File: config.mk
export PLATFORM = sky130hd
export DESIGN_NAME = xf100_imem_arb
export DESIGN_NICKNAME = d
export VERILOG_FILES = /design/src/rtl/xf100_imem_pkg.sv /design/src/rtl/xf100_sat_cnt.sv /design/src/rtl/xf100_imem_arb.sv
export SDC_FILE = /design/constraint.sdc
export NUM_CORES = 1
export LEC_CHECK = 0
export CAP_MARGIN = 5
export CORE_MARGIN = 1.5
export CORE_UTILIZATION = 18
export DETAILED_ROUTE_END_ITERATION = 10
export PLACE_DENSITY = 0.9
export SKIP_CTS_REPAIR_TIMING = 1
export SLEW_MARGIN = 20
export SYNTH_ARGS = -nofsm -noshare
export SYNTH_HDL_FRONTEND = slang
export SYNTH_SLANG_ARGS = --single-unit
File: constraint.sdc
create_clock -name clk -period 1.65 [get_ports clk]
set_input_delay 0.2475 -clock clk [delete_from_list [all_inputs] [get_ports clk]]
set_output_delay 0.2475 -clock clk [all_outputs]
set_load 0.1 [all_outputs]
File: src/rtl/xf100_imem_pkg.sv
// Shared types and sizing for the xf100 instruction-memory arbiter.
package xf100_imem_pkg;

  localparam int INSTR_SIZE     = 32;
  localparam int IMEM_AW        = 10;
  localparam int IMEM_DW        = INSTR_SIZE;
  localparam int STARVE_MAX_DEF = 4;

  typedef enum logic {
    BOOT = 1'b0,
    RUN  = 1'b1
  } arb_state_e;

endpackage

File: src/rtl/xf100_sat_cnt.sv
// Saturating up-counter with clear priority and an at-maximum flag.
module xf100_sat_cnt #(
  parameter int unsigned MAX = 4
) (
  input  logic clk,
  input  logic rst,
  input  logic inc_i,
  input  logic clr_i,
  output logic max_o
);

  localparam int unsigned W = $clog2(MAX + 1);

  logic [W-1:0] cnt_q, cnt_d;

  assign max_o = (cnt_q == W'(MAX));

  always_comb begin
    cnt_d = cnt_q;
    if (clr_i) begin
      cnt_d = '0;
    end else if (inc_i && !max_o) begin
      cnt_d = cnt_q + W'(1);
    end
  end

  always_ff @(posedge clk) begin
    if (rst) begin
      cnt_q <= '0;
    end else begin
      cnt_q <= cnt_d;
    end
  end

endmodule

File: src/rtl/xf100_imem_arb.sv
// Single-port imem arbiter: loader-only BOOT phase, then fetch-priority RUN
// phase with a bounded starvation window for the loader.
module xf100_imem_arb
  import xf100_imem_pkg::*;
#(
  parameter int AW         = IMEM_AW,
  parameter int DW         = IMEM_DW,
  parameter int STARVE_MAX = STARVE_MAX_DEF
) (
  input  logic          clk,
  input  logic          rst,
  input  logic          boot_done,
  input  logic          fe_req_valid,
  output logic          fe_req_ready,
  input  logic [AW-1:0] fe_req_addr,
  output logic          fe_rsp_valid,
  output logic [DW-1:0] fe_rsp_data,
  input  logic          ld_req_valid,
  output logic          ld_req_ready,
  input  logic          ld_req_we,
  input  logic [AW-1:0] ld_req_addr,
  input  logic [DW-1:0] ld_req_wdata,
  output logic          ld_rsp_valid,
  output logic [DW-1:0] ld_rsp_data,
  output logic          mem_cs,
  output logic          mem_we,
  output logic [AW-1:0] mem_addr,
  output logic [DW-1:0] mem_wdata,
  input  logic [DW-1:0] mem_rdata,
  output logic          in_boot
);

  arb_state_e state_q;
  logic       fe_rsp_q, ld_rsp_q;
  logic       boot, starve_max, force_ld;
  logic       fe_gnt, ld_gnt;
  logic       starve_inc, starve_clr;

  // Grants are masked while rst is high so the memory sees no access mid-reset.
  always_comb begin
    boot     = (state_q == BOOT);
    force_ld = !boot && ld_req_valid && starve_max;
    fe_gnt   = 1'b0;
    ld_gnt   = 1'b0;
    if (!rst) begin
      if (boot) begin
        ld_gnt = ld_req_valid;
      end else begin
        ld_gnt = ld_req_valid && (force_ld || !fe_req_valid);
        fe_gnt = fe_req_valid && !force_ld;
      end
    end
  end

  assign starve_inc = !boot && ld_req_valid && !ld_gnt;
  assign starve_clr = boot || !ld_req_valid || ld_gnt;

  xf100_sat_cnt #(
    .MAX(STARVE_MAX)
  ) u_starve_cnt (
    .clk  (clk),
    .rst  (rst),
    .inc_i(starve_inc),
    .clr_i(starve_clr),
    .max_o(starve_max)
  );

  assign fe_req_ready = fe_gnt;
  assign ld_req_ready = ld_gnt;
  assign mem_cs       = fe_gnt || ld_gnt;
  assign mem_we       = ld_gnt && ld_req_we;
  assign mem_addr     = fe_gnt ? fe_req_addr : (ld_gnt ? ld_req_addr : '0);
  assign mem_wdata    = ld_gnt ? ld_req_wdata : '0;
  assign in_boot      = boot || rst;

  assign fe_rsp_valid = fe_rsp_q;
  assign ld_rsp_valid = ld_rsp_q;
  assign fe_rsp_data  = fe_rsp_q ? mem_rdata : '0;
  assign ld_rsp_data  = ld_rsp_q ? mem_rdata : '0;

  always_ff @(posedge clk) begin
    if (rst) begin
      state_q  <= BOOT;
      fe_rsp_q <= 1'b0;
      ld_rsp_q <= 1'b0;
    end else begin
      if (boot && boot_done) begin
        state_q <= RUN;
      end
      fe_rsp_q <= fe_gnt;
      ld_rsp_q <= ld_gnt && !ld_req_we;
    end
  end

endmodule

== Word-level counts from Yosys, hierarchy flattened ==
Index checks and enable logic that the tools add are counted.
Operators by class
  add/sub/neg operators: 1
  equality and inequality tests: 1
  multiplexer cells: 9
  bitwise logic cells: 1
  reductions and logical operators: 21
Operators with widths (count)
  32-bit 2-to-1 mux: 3
  10-bit 2-to-1 mux: 2
  1-bit logical AND: 9
  1-bit zero test: 6
  1-bit logical OR: 5
  1-bit 2-to-1 mux: 4
  3-bit by 1-bit adder with 3-bit output (second input constant): 1
  3-bit == test (second input constant): 1
  2-bit OR reduction: 1
  1-bit inverter: 1
Word-level totals
  bits in registers: 6
  input bits: 90
  output and inout bits: 113
  logic and storage cells: 37

== Depth between registers and ports, before layout ==
Gate-level depths: netlist of the first run.
  depth in word-level cells: 9
  gate-level depth with buffers: 6
  mapped depth without buffers: 5

== Cells and area by module ==
From an unflattened synthesis of the first run, not the netlist that was laid out.
Second synthesis, totals
  cells, all modules: 153
  area total of the unflattened synthesis: 1127.3 sq um
Modules (own cells, without submodules)
  xf100_imem_arb: times used 1, cells an instance 135, area an instance 939.7 sq um, sequential area each 60.1 sq um
  xf100_sat_cnt: times used 1, cells an instance 18, area an instance 187.7 sq um, sequential area each 60.1 sq um

== Worst setup path after synthesis of the first run ==
No wires, ideal clock.
  kind: register -> output
  from: register state_q
  to: output mem_cs
  arrival time: 2968 ps
  data required time: 1402 ps
  slack: -1565 ps
  stages on the path, launching flop included: 5
  buffers on the path: 1
  cells stage by stage: dfxtp_1 > nand2b_1 > a311oi_1 > buf_2 > o21bai_1
On the way
  word-level cells in the longest chain between the ends: 7
  elaborated cells between the ends (all ways): 11
  classes of those cells: mux (4); reduce/logical (7)
RTL lines
  start, declared: RTL line xf100_imem_arb.sv:33  | arb_state_e state_q;
  start signal, assigned: RTL line xf100_imem_arb.sv:83  | state_q <= BOOT;
  start signal, assigned: RTL line xf100_imem_arb.sv:88  | state_q <= RUN;
  1-bit logical AND (2 in a row): RTL line xf100_imem_arb.sv:42  | force_ld = !boot && ld_req_valid && starve_max;
  1-bit zero test: RTL line xf100_imem_arb.sv:50  | fe_gnt = fe_req_valid && !force_ld;
  1-bit logical AND: RTL line xf100_imem_arb.sv:50
  1-bit 2-to-1 mux (*): RTL line xf100_imem_arb.sv:46  | if (boot) begin
  1-bit 2-to-1 mux (*): RTL line xf100_imem_arb.sv:45  | if (!rst) begin
  net fe_req_ready: RTL line xf100_imem_arb.sv:14  | output logic fe_req_ready,
  1-bit logical OR (*): RTL line xf100_imem_arb.sv:70  | assign mem_cs = fe_gnt || ld_gnt;
  end, declared: RTL line xf100_imem_arb.sv:25  | output logic mem_cs,
The timed path passes the listed nets; every way through them passes the cells marked *.

== Final worst setup path of the first run ==
  from: register u_starve_cnt.cnt_q[1]
  to: output mem_wdata[23]
On the way
  word-level cells in the longest chain between the ends: 7
RTL lines
  start, declared: RTL line xf100_sat_cnt.sv:14  | logic [W-1:0] cnt_q, cnt_d;
  start signal, assigned: RTL line xf100_sat_cnt.sv:31  | cnt_q <= cnt_d;
  3-bit == test: RTL line xf100_sat_cnt.sv:16  | assign max_o = (cnt_q == W'(MAX));
  1-bit logical AND: RTL line xf100_imem_arb.sv:42
  1-bit logical OR: RTL line xf100_imem_arb.sv:49  | ld_gnt = ld_req_valid && (force_ld || !fe_req_valid);
  1-bit logical AND: RTL line xf100_imem_arb.sv:49
  1-bit 2-to-1 mux: RTL line xf100_imem_arb.sv:46
  1-bit 2-to-1 mux: RTL line xf100_imem_arb.sv:45
  32-bit 2-to-1 mux: RTL line xf100_imem_arb.sv:73  | assign mem_wdata = ld_gnt ? ld_req_wdata : '0;
  end, declared: RTL line xf100_imem_arb.sv:28  | output logic [DW-1:0] mem_wdata,
Every way passes these cells.

==> impl_metrics.env, run 1 <==
export IMPL_required_ns=1.40
export IMPL_crit_type="flop to output port"
export IMPL_num_vias=1957
export IMPL_ioPinCount=203
export IMPL_cts_root_buffer_cell="clkbuf_8"
export IMPL_fillers=212
export IMPL_area_growth_pct=380
export IMPL_synth_edf_count=0
export IMPL_p_leak_nw=2.13
export IMPL_globalRouteTotalUtil_pct=25.3
export IMPL_cts_tree="built"
export IMPL_wirelength_mm=9.74
export IMPL_antenna_found_initial=0
export IMPL_nNetsFinal=459
export IMPL_synth_top_flop_cell="dfxtp_1"
export IMPL_start_util_pct=18.7
export IMPL_endpoint_kind="output port"
export IMPL_relSlewSlack_pct=80.2
export IMPL_violations="setup timing"
export IMPL_grt_max_degree=46
export IMPL_grt_overflow=0
export IMPL_ys_ff_latch=6
export IMPL_finalPower_mw=2.00
export IMPL_vias_per_cell=4.48
export IMPL_synth_avg_cell_area_sq_um=7.05
export IMPL_setup_ws_ns=-0.419
export IMPL_p_per_area_mw_per_mm2=403
export IMPL_grt_pass1_wl_mm=12.0
export IMPL_drc_errors=0
export IMPL_numCtsBuffers=3
export IMPL_netlist_instances=147
export IMPL_finalCritPeriodShare_pct=125
export IMPL_portBuffers=202
export IMPL_grt_pass1_vias=2092
export IMPL_synth_area_leaders="and2_1 (59%), dfxtp_1 (12%), a22o_1 (8.5%), a311oi_4 (2.5%), ha_1 (2.4%)"
export IMPL_rsz0062_at_grt="yes"
export IMPL_yosysTopAreaCellShare_pct=58.6
export IMPL_synth_top_area_cell="and2_1"
export IMPL_clk_pin_slew_ns=0.04
export IMPL_cp_start_kind="flop"
export IMPL_crit_arrival_ns=1.82
export IMPL_worst_pin_slew_ns=0.296
export IMPL_rows=27
export IMPL_r2r_start="u_starve_cnt.cnt_q[0]"
export IMPL_drt_iter0_markers=83
export IMPL_coreArea_sq_mm=0.00554
export IMPL_max_clock_path_buffers=2
export IMPL_synthDistinctLibCells=20
export IMPL_gp_congestion=0.784
export IMPL_slew_viol_final=0
export IMPL_max_freq_ghz=0.483
export IMPL_die_w_um=78.9
export IMPL_syn_area_sq_mm=0.00104
export IMPL_fin_crit_ns=2.07
export IMPL_status="finished, violations left"
export IMPL_ir_drop_v=0.000622
export IMPL_antenna_cells=0
export IMPL_finish_instance_area_sq_mm=0.00497
export IMPL_first_pass_iters=4
export IMPL_finalHoldViolCount=0
export IMPL_h_tree_depth=1
export IMPL_ant_nets=0
export IMPL_ys_warn_count=0
export IMPL_dpl_instance_area_sq_mm=0.00472
export IMPL_skew_ns=0.00117
export IMPL_die_h_um=78.9
export IMPL_worstHoldStart="rst"
export IMPL_ys_seq_area_share_pct=11.6
export IMPL_cts_sinks=6
export IMPL_dp_slack_ns=-0.399
export IMPL_max_cap_violations=0
export IMPL_async_flop_share_pct=0
export IMPL_synth_fp_nets=239
export IMPL_clock_latency_ns=0.22
export IMPL_dieArea_sq_mm=0.00622
export IMPL_crit_path_start="u_starve_cnt.cnt_q[1]"
export IMPL_drive_above_1_share_pct=71.2
export IMPL_fin_util_pct=89.7
export IMPL_critPathMaxFanout=11
export IMPL_routedWlPerCell_um=22.3
export IMPL_setup_viol=46
export IMPL_holdCritPathClass="primary input to flop"
export IMPL_dp_hpwl_mm=7.00
## worst paths after layout
| check | end | slack (ns) | cells past startpoint |
|---|---|---|---|
| setup / recovery | mem_wdata[23] | -0.42 | 8 |
| hold / removal | state_q | 0.39 | 2 |
| setup reg to reg | u_starve_cnt.cnt_q[2] | 0.15 | 6 |
| hold reg to reg | u_starve_cnt.cnt_q[0] | 0.64 | 3 |
## layout make-up
class | instances | area (sq um) | area share, %
Timing Repair Buffer | 226 | 3470 | 69.8
Multi-Input combinational cell | 125 | 1230 | 24.7
Sequential cell | 6 | 125 | 2.52
Tap cell | 72 | 90.1 | 1.81
Clock buffer | 3 | 41.3 | 0.831
Inverter | 5 | 18.8 | 0.378
## flip-flops by register name, indices dropped and copies added, names as in the netlist
register and cells:
fe_rsp_valid 1, ld_rsp_valid 1, state_q 1, u_starve_cnt.cnt_q 3
## placed cells by master, fill, tap and decap left out, types with 2 or more instances in the layout
master / Yosys / routed
a22o_4: 0 / 10
a311oi_4: 1 / 2
and2_2: 0 / 4
and2_4: 0 / 93
buf_12: 0 / 118
buf_4: 1 / 12
buf_6: 0 / 3
clkbuf_16: 0 / 3
clkbuf_8: 0 / 3
clkdlybuf4s50_1: 0 / 86
dfxtp_1: 6 / 2
dfxtp_2: 0 / 4
dlymetal6s2s_1: 0 / 3
inv_1: 5 / 3
inv_2: 0 / 2
nor2_1: 3 / 3
nor3b_1: 2 / 2
## per-layer routing
layer,vias up,share of wire [%],GRT usage [%]
met2,80,60,54.0
li1,906,-,-
met4,0,2.3,4.91
met3,16,4.6,5.17
met5,-,0,0
met1,955,34,24.5
## Yosys cell counts, types with 2 or more instances
cell / instances
inv_1: 5
clkbuf_2: 2
nor3b_1: 2
a311oi_1: 2
ha_1: 2
dfxtp_1: 6
nor2_1: 3
nand2b_1: 2
buf_2: 2
a22o_1: 10
clkbuf_1: 6
and2_1: 97
## logic make-up after synthesis
kind of cell / share of synthesized area, %
buffers and inverters: 6.64
AOI/OAI and AO/OA: 14.1
and+or+nand+nor: 64.1
muxes: 1.09
adders and majority gates: 2.42
DFF: 11.6
## stage by stage
step / hold slack [ns] / std cells / setup TNS [ns]
floorplan: 0.312 / 147 / -12.68
global placement: 0.492 / 423 / -14.28
detailed placement: 0.503 / 423 / -16.96
CTS: 0.526 / 426 / -17.55
global route: 0.400 / 437 / -19.55
finish: 0.386 / 437 / -18.01
## critical path, cell delays in order, from the launching register on
cell and delay, ns:
dfxtp_2 0.32, inv_2 0.06, ha_4 0.15, nand2_4 0.06, a311oi_4 0.30, buf_6 0.20
clkbuf_16 0.17, and2_4 0.16, buf_12 0.17
## power breakdown
part	internal (mW)	switching, mW	leakage [nW]
logic	0.702	0.925	2.06
registers	0.151	0.00603	0.0508
clock network	0.157	0.0643	0.0216
Note: power is estimated with default switching activity, not from simulation.
==> run 2, diff against run 1 <==
--- a/config.mk
+++ b/config.mk
@@ -9,7 +9,7 @@
 export CORE_MARGIN = 1.5
 export CORE_UTILIZATION = 18
 export DETAILED_ROUTE_END_ITERATION = 10
-export PLACE_DENSITY = 0.9
+export PLACE_DENSITY = 0.79
 export SKIP_CTS_REPAIR_TIMING = 1
 export SLEW_MARGIN = 20
 export SYNTH_ARGS = -nofsm -noshare
==> run 2 against run 1 <==
Net effect: sequential share of layout area about the same; combinational power about the same; critical path type unchanged; utilization decreased by 0.47 points; total power decreased by 0.61%; the flow still finishes with violations (setup timing); global-route usage decreased by 1.3 points; worst hold slack improved by 0.15 ns; count of clock-buffer cells in the layout unchanged; critical path depth unchanged; sequential power about the same.
==> impl_metrics.env, run 2 (same netlist as run 1, synthesis figures left out) <==
export IMPL_status="finished, violations left"
export IMPL_violations="setup timing"
export IMPL_max_cap_violations=0
export IMPL_finalCritPeriodShare_pct=128
export IMPL_max_freq_ghz=0.472
export IMPL_wirelength_mm=9.08
export IMPL_fin_util_pct=89.2
export IMPL_skew_ns=0.00568
export IMPL_worstHoldStart="u_starve_cnt.cnt_q[0]"
export IMPL_hold_ws_ns=0.538
export IMPL_drc_errors=0
export IMPL_cts_root_buffer_cell="clkbuf_8"
export IMPL_crit_arrival_ns=1.87
export IMPL_vias_per_cell=4.49
export IMPL_dp_slack_ns=-0.388
export IMPL_endpoint_kind="output port"
export IMPL_worst_pin_slew_ns=0.315
export IMPL_area_growth_pct=377
export IMPL_nNetsFinal=459
export IMPL_largest_reg_flops=3
export IMPL_globalRouteTotalUtil_pct=24.0
export IMPL_cts_sinks=6
export IMPL_r2r_start="u_starve_cnt.cnt_q[0]"
export IMPL_min_to="u_starve_cnt.cnt_q[0]"
export IMPL_finalHoldViolCount=0
export IMPL_ioPinCount=203
export IMPL_die_w_um=78.9
export IMPL_relSlewSlack_pct=79.0
export IMPL_tns_ns=-20.46
export IMPL_crit_type="flop to output port"
export IMPL_fin_crit_ns=2.12
export IMPL_cp_start_kind="flop"
export IMPL_p_per_area_mw_per_mm2=403
export IMPL_critPathMaxFanout=7
export IMPL_clock_latency_ns=0.23
export IMPL_regMostFlops="u_starve_cnt.cnt_q"
export IMPL_antenna_found_initial=0
export IMPL_grt_pass1_vias=1948
export IMPL_h_tree_depth=1
export IMPL_setup_viol=46
export IMPL_grt_overflow=0
export IMPL_most_common_layout_cells="buf_12 (116), and2_4 (93), clkdlybuf4s50_1 (87)"
export IMPL_rrSetupSlack_ns=0.12
export IMPL_clk_pin_slew_ns=0.03
export IMPL_rsz0062_at_grt="yes"
export IMPL_portBuffers=202
export IMPL_routedWlPerCell_um=20.8
export IMPL_start_util_pct=18.7
export IMPL_cts_tree="built"
export IMPL_dp_hpwl_mm=6.82
export IMPL_fillers=243
export IMPL_holdCritPathClass="flop to flop"
export IMPL_numCtsBuffers=3
export IMPL_first_pass_iters=4
export IMPL_num_vias=1960
export IMPL_ir_drop_v=0.000507
export IMPL_max_clock_path_buffers=2
export IMPL_antenna_cells=0
export IMPL_die_h_um=78.9
export IMPL_p_leak_nw=2.12
export IMPL_drt_iter0_markers=69
export IMPL_dieArea_sq_mm=0.00622
export IMPL_drive_above_1_share_pct=71.2
export IMPL_multi_input_area_sq_mm=0.00123
export IMPL_grt_max_degree=39
export IMPL_rr_worst_depth=7
export IMPL_final_common_cell="buf_12"
export IMPL_rows=27
export IMPL_min_path_cells=2
export IMPL_setup_ws_ns=-0.468
export IMPL_grt_pass1_wl_mm=11.4
export IMPL_seq_area_sq_um=125
export IMPL_coreArea_sq_mm=0.00554
export IMPL_gp_congestion=0.768
export IMPL_slew_viol_final=0
export IMPL_ant_nets=0
export IMPL_required_ns=1.40
export IMPL_r2r_end="ld_rsp_valid"
-- run 2: cell types whose count changed in the layout (fill, tap and decap cells not counted), sizes merged --
| cell | delta |
|---|---|
| buf | +2 |
| clkbuf | -2 |
| clkdlybuf4s50 | +1 |
| dlymetal6s2s | -1 |
-- run 2: metrics by stage --
stage               total power, mW  cells  area (sq um)
floorplan                      1.02    147          1430
global placement               1.70    425          4740
detailed placement             1.72    425          4740
CTS                            1.95    428          4780
global route                   2.04    437          4940
finish                         1.99    437          4940
-- run 2: worst max path at each step --
stage / start / to / slack [ns] / depth (start not counted)
final: u_starve_cnt.cnt_q[0] / mem_addr[8] / -0.47 / 8
after global routing: u_starve_cnt.cnt_q[1] / mem_wdata[10] / -0.53 / 8
after CTS: u_starve_cnt.cnt_q[1] / mem_wdata[3] / -0.41 / 7
after detailed placement: rst / mem_addr[0] / -0.39 / 6
after global placement: fe_req_valid / mem_addr[9] / -0.33 / 6
after floorplan: u_starve_cnt.cnt_q[1] / mem_wdata[22] / -0.31 / 6
-- run 2: final cells by class --
type                    instances  share of cell area [%]
repair buffers                226                    69.6
multi-input cells             125                    24.8
flip-flops and latches          6                    2.53
well taps                      72                    1.82
clock buffers                   3                   0.835
inverters                       5                   0.380
-- run 2: power breakdown --
part | switching (mW) | internal, mW | leakage, nW
registers | 0.00638 | 0.151 | 0.0508
clock network | 0.0628 | 0.157 | 0.0216
logic | 0.916 | 0.700 | 2.04
-- run 2: routing by layer --
layer  vias to the layer above  share of wire, %  track usage [%]
li1                        907                 -                -
met1                       932                33             23.1
met2                        96                58             50.4
met3                        25               5.2             4.94
met4                         0               3.7             6.32
met5                         -                 0                0
-- run 2: critical path: stages, from the launching register on --
cell and delay, ns:
dfxtp_2 0.32, inv_2 0.08, ha_4 0.18, nand2_4 0.07, a311oi_4 0.31, buf_6 0.21, clkbuf_16 0.16, a22o_4 0.14
buf_12 0.17
==> run 3, diff against run 2 <==
--- a/config.mk
+++ b/config.mk
@@ -8,6 +8,7 @@
 export CAP_MARGIN = 5
 export CORE_MARGIN = 1.5
 export CORE_UTILIZATION = 18
+export CTS_BUF_LIST = sky130_fd_sc_hd__clkbuf_4
 export DETAILED_ROUTE_END_ITERATION = 10
 export PLACE_DENSITY = 0.79
 export SKIP_CTS_REPAIR_TIMING = 1
==> run 3 against run 2 <==
Net effect: worst hold slack got worse by 0.14 ns; first-iteration DRC count down 5.8%; count of clock-buffer cells in the layout did not move; combinational power barely moved; die area did not move; global-route usage is 0.34 points lower; highest routed layer unchanged; the flow still finishes with violations (setup timing); critical path type unchanged; register-to-register slack better by 0.06 ns; largest power group unchanged; utilization fell by 0.99 points; via count shrank 3.1%; critical path depth fell by 1; clock power down 35%.
==> impl_metrics.env, run 3 (same netlist as run 1, synthesis figures left out) <==
export IMPL_status="finished, violations left"
export IMPL_violations="setup timing"
export IMPL_crit_type="flop to output port"
export IMPL_crit_path_max_incr_delay_ns=0.34
export IMPL_dp_hpwl_mm=6.82
export IMPL_cts_tree="built"
export IMPL_drc_errors=0
export IMPL_h_tree_depth=1
export IMPL_cts_sinks=6
export IMPL_relSlewSlack_pct=81.9
export IMPL_worstHoldStart="ld_req_valid"
export IMPL_dpl_cell_count=425
export IMPL_cts_root_buffer_cell="clkbuf_4"
export IMPL_max_cap_violations=0
export IMPL_fin_crit_ns=2.09
export IMPL_rows=27
export IMPL_antenna_found_initial=0
export IMPL_num_vias=1900
export IMPL_p_per_area_mw_per_mm2=387
export IMPL_crit_arrival_ns=1.85
export IMPL_die_w_um=78.9
export IMPL_grt_max_degree=39
export IMPL_numCtsBuffers=3
export IMPL_clk_pin_slew_ns=0.05
export IMPL_final_common_cell="buf_12"
export IMPL_regMostFlops="u_starve_cnt.cnt_q"
export IMPL_ioPinCount=203
export IMPL_ant_nets=0
export IMPL_crit_path_top_delay_cell="dfxtp_2"
export IMPL_endpoint_kind="output port"
export IMPL_globalRouteTotalUtil_pct=23.7
export IMPL_crit_top_cell="buf_4"
export IMPL_cp_start_kind="flop"
export IMPL_skew_ns=0.00448
export IMPL_dpl_instance_area_sq_mm=0.00474
export IMPL_grt_pass1_vias=1923
export IMPL_p_leak_nw=2.10
export IMPL_finalCritPeriodShare_pct=127
export IMPL_dieArea_sq_mm=0.00622
export IMPL_most_common_layout_cells="buf_12 (116), and2_4 (93), clkdlybuf4s50_1 (86)"
export IMPL_area_growth_pct=372
export IMPL_ir_drop_v=0.000310
export IMPL_finalNonFillerCells=435
export IMPL_r2r_start="u_starve_cnt.cnt_q[0]"
export IMPL_portBuffers=202
export IMPL_drive_above_1_share_pct=71.3
export IMPL_max_clock_path_buffers=2
export IMPL_routedWlPerCell_um=19.2
export IMPL_max_freq_ghz=0.478
export IMPL_crit_path_start="u_starve_cnt.cnt_q[0]"
export IMPL_die_h_um=78.9
export IMPL_vias_per_cell=4.37
export IMPL_finalHoldViolCount=0
export IMPL_clock_latency_ns=0.25
export IMPL_wirelength_mm=8.36
export IMPL_drt_iter0_markers=65
export IMPL_path_cells="inv_2 > ha_4 > buf_4 > a311oi_4 > buf_4 > a22o_4 > buf_12"
export IMPL_setup_ws_ns=-0.443
export IMPL_coreArea_sq_mm=0.00554
export IMPL_gp_congestion=0.768
export IMPL_rsz0062_at_grt="yes"
export IMPL_antenna_cells=0
export IMPL_worst_pin_slew_ns=0.271
export IMPL_largest_reg_flops=3
export IMPL_critPathMaxFanout=6
export IMPL_finish_instance_area_sq_mm=0.00489
export IMPL_nNetsFinal=457
export IMPL_setup_viol=46
export IMPL_grt_pass1_wl_mm=11.2
export IMPL_dp_slack_ns=-0.388
export IMPL_required_ns=1.40
export IMPL_finalPower_mw=1.89
export IMPL_first_pass_iters=4
export IMPL_grt_overflow=0
export IMPL_start_util_pct=18.7
export IMPL_slew_viol_final=0
export IMPL_holdCritPathClass="primary input to flop"
run 3: final timing paths:
check	cells past startpoint	slack [ns]	end
worst min register to register	2	0.55	u_starve_cnt.cnt_q[0]
worst min-delay path	3	0.39	fe_rsp_valid
worst max register to register	7	0.18	ld_rsp_valid
worst max-delay path	7	-0.44	mem_addr[8]
run 3: report_power, final:
group / switching (mW) / internal, mW
sequential: 0.00573 / 0.150
clock: 0.0589 / 0.0827
combinational: 0.904 / 0.689
run 3: area by class of cell:
type                       instances  area, sq um
timing repair buffer             224         3400
multi-input combinational        125         1230
fill                             252          653
sequential                         6          126
tap                               72         90.1
clock buffer                       3         22.5
inverter                           5         18.8
run 3: metal layers:
| metal | part of all wire (%) | vias to the layer above | routed length, um | track usage, % |
|---|---|---|---|---|
| li1 | - | 905 | - | - |
| met1 | 32 | 898 | 2710 | 23.1 |
| met2 | 61 | 83 | 5080 | 50.8 |
| met3 | 5.2 | 14 | 435 | 4.60 |
| met4 | 1.6 | 0 | 133 | 3.68 |
| met5 | 0 | - | 0 | 0 |
run 3: through the flow:
| stage | setup TNS (ns) | hold WS, ns | util (%) |
|---|---|---|---|
| 2_1_floorplan | -12.68 | 0.312 | - |
| 3_3_place_gp | -13.10 | 0.492 | 85.5 |
| 3_5_place_dp | -15.91 | 0.511 | 85.5 |
| 4_1_cts | -18.42 | 0.518 | 85.9 |
| 5_1_grt | -22.05 | 0.396 | 88.2 |
| 6_report | -19.11 | 0.395 | 88.2 |
run 3: worst max-delay path: cells and delay by family, from the launching register on:
family,cells,cell delay (ns)
compound gates,2,0.47
buf+inv,4,0.59
fa+ha+maj,1,0.17
flops,1,0.34
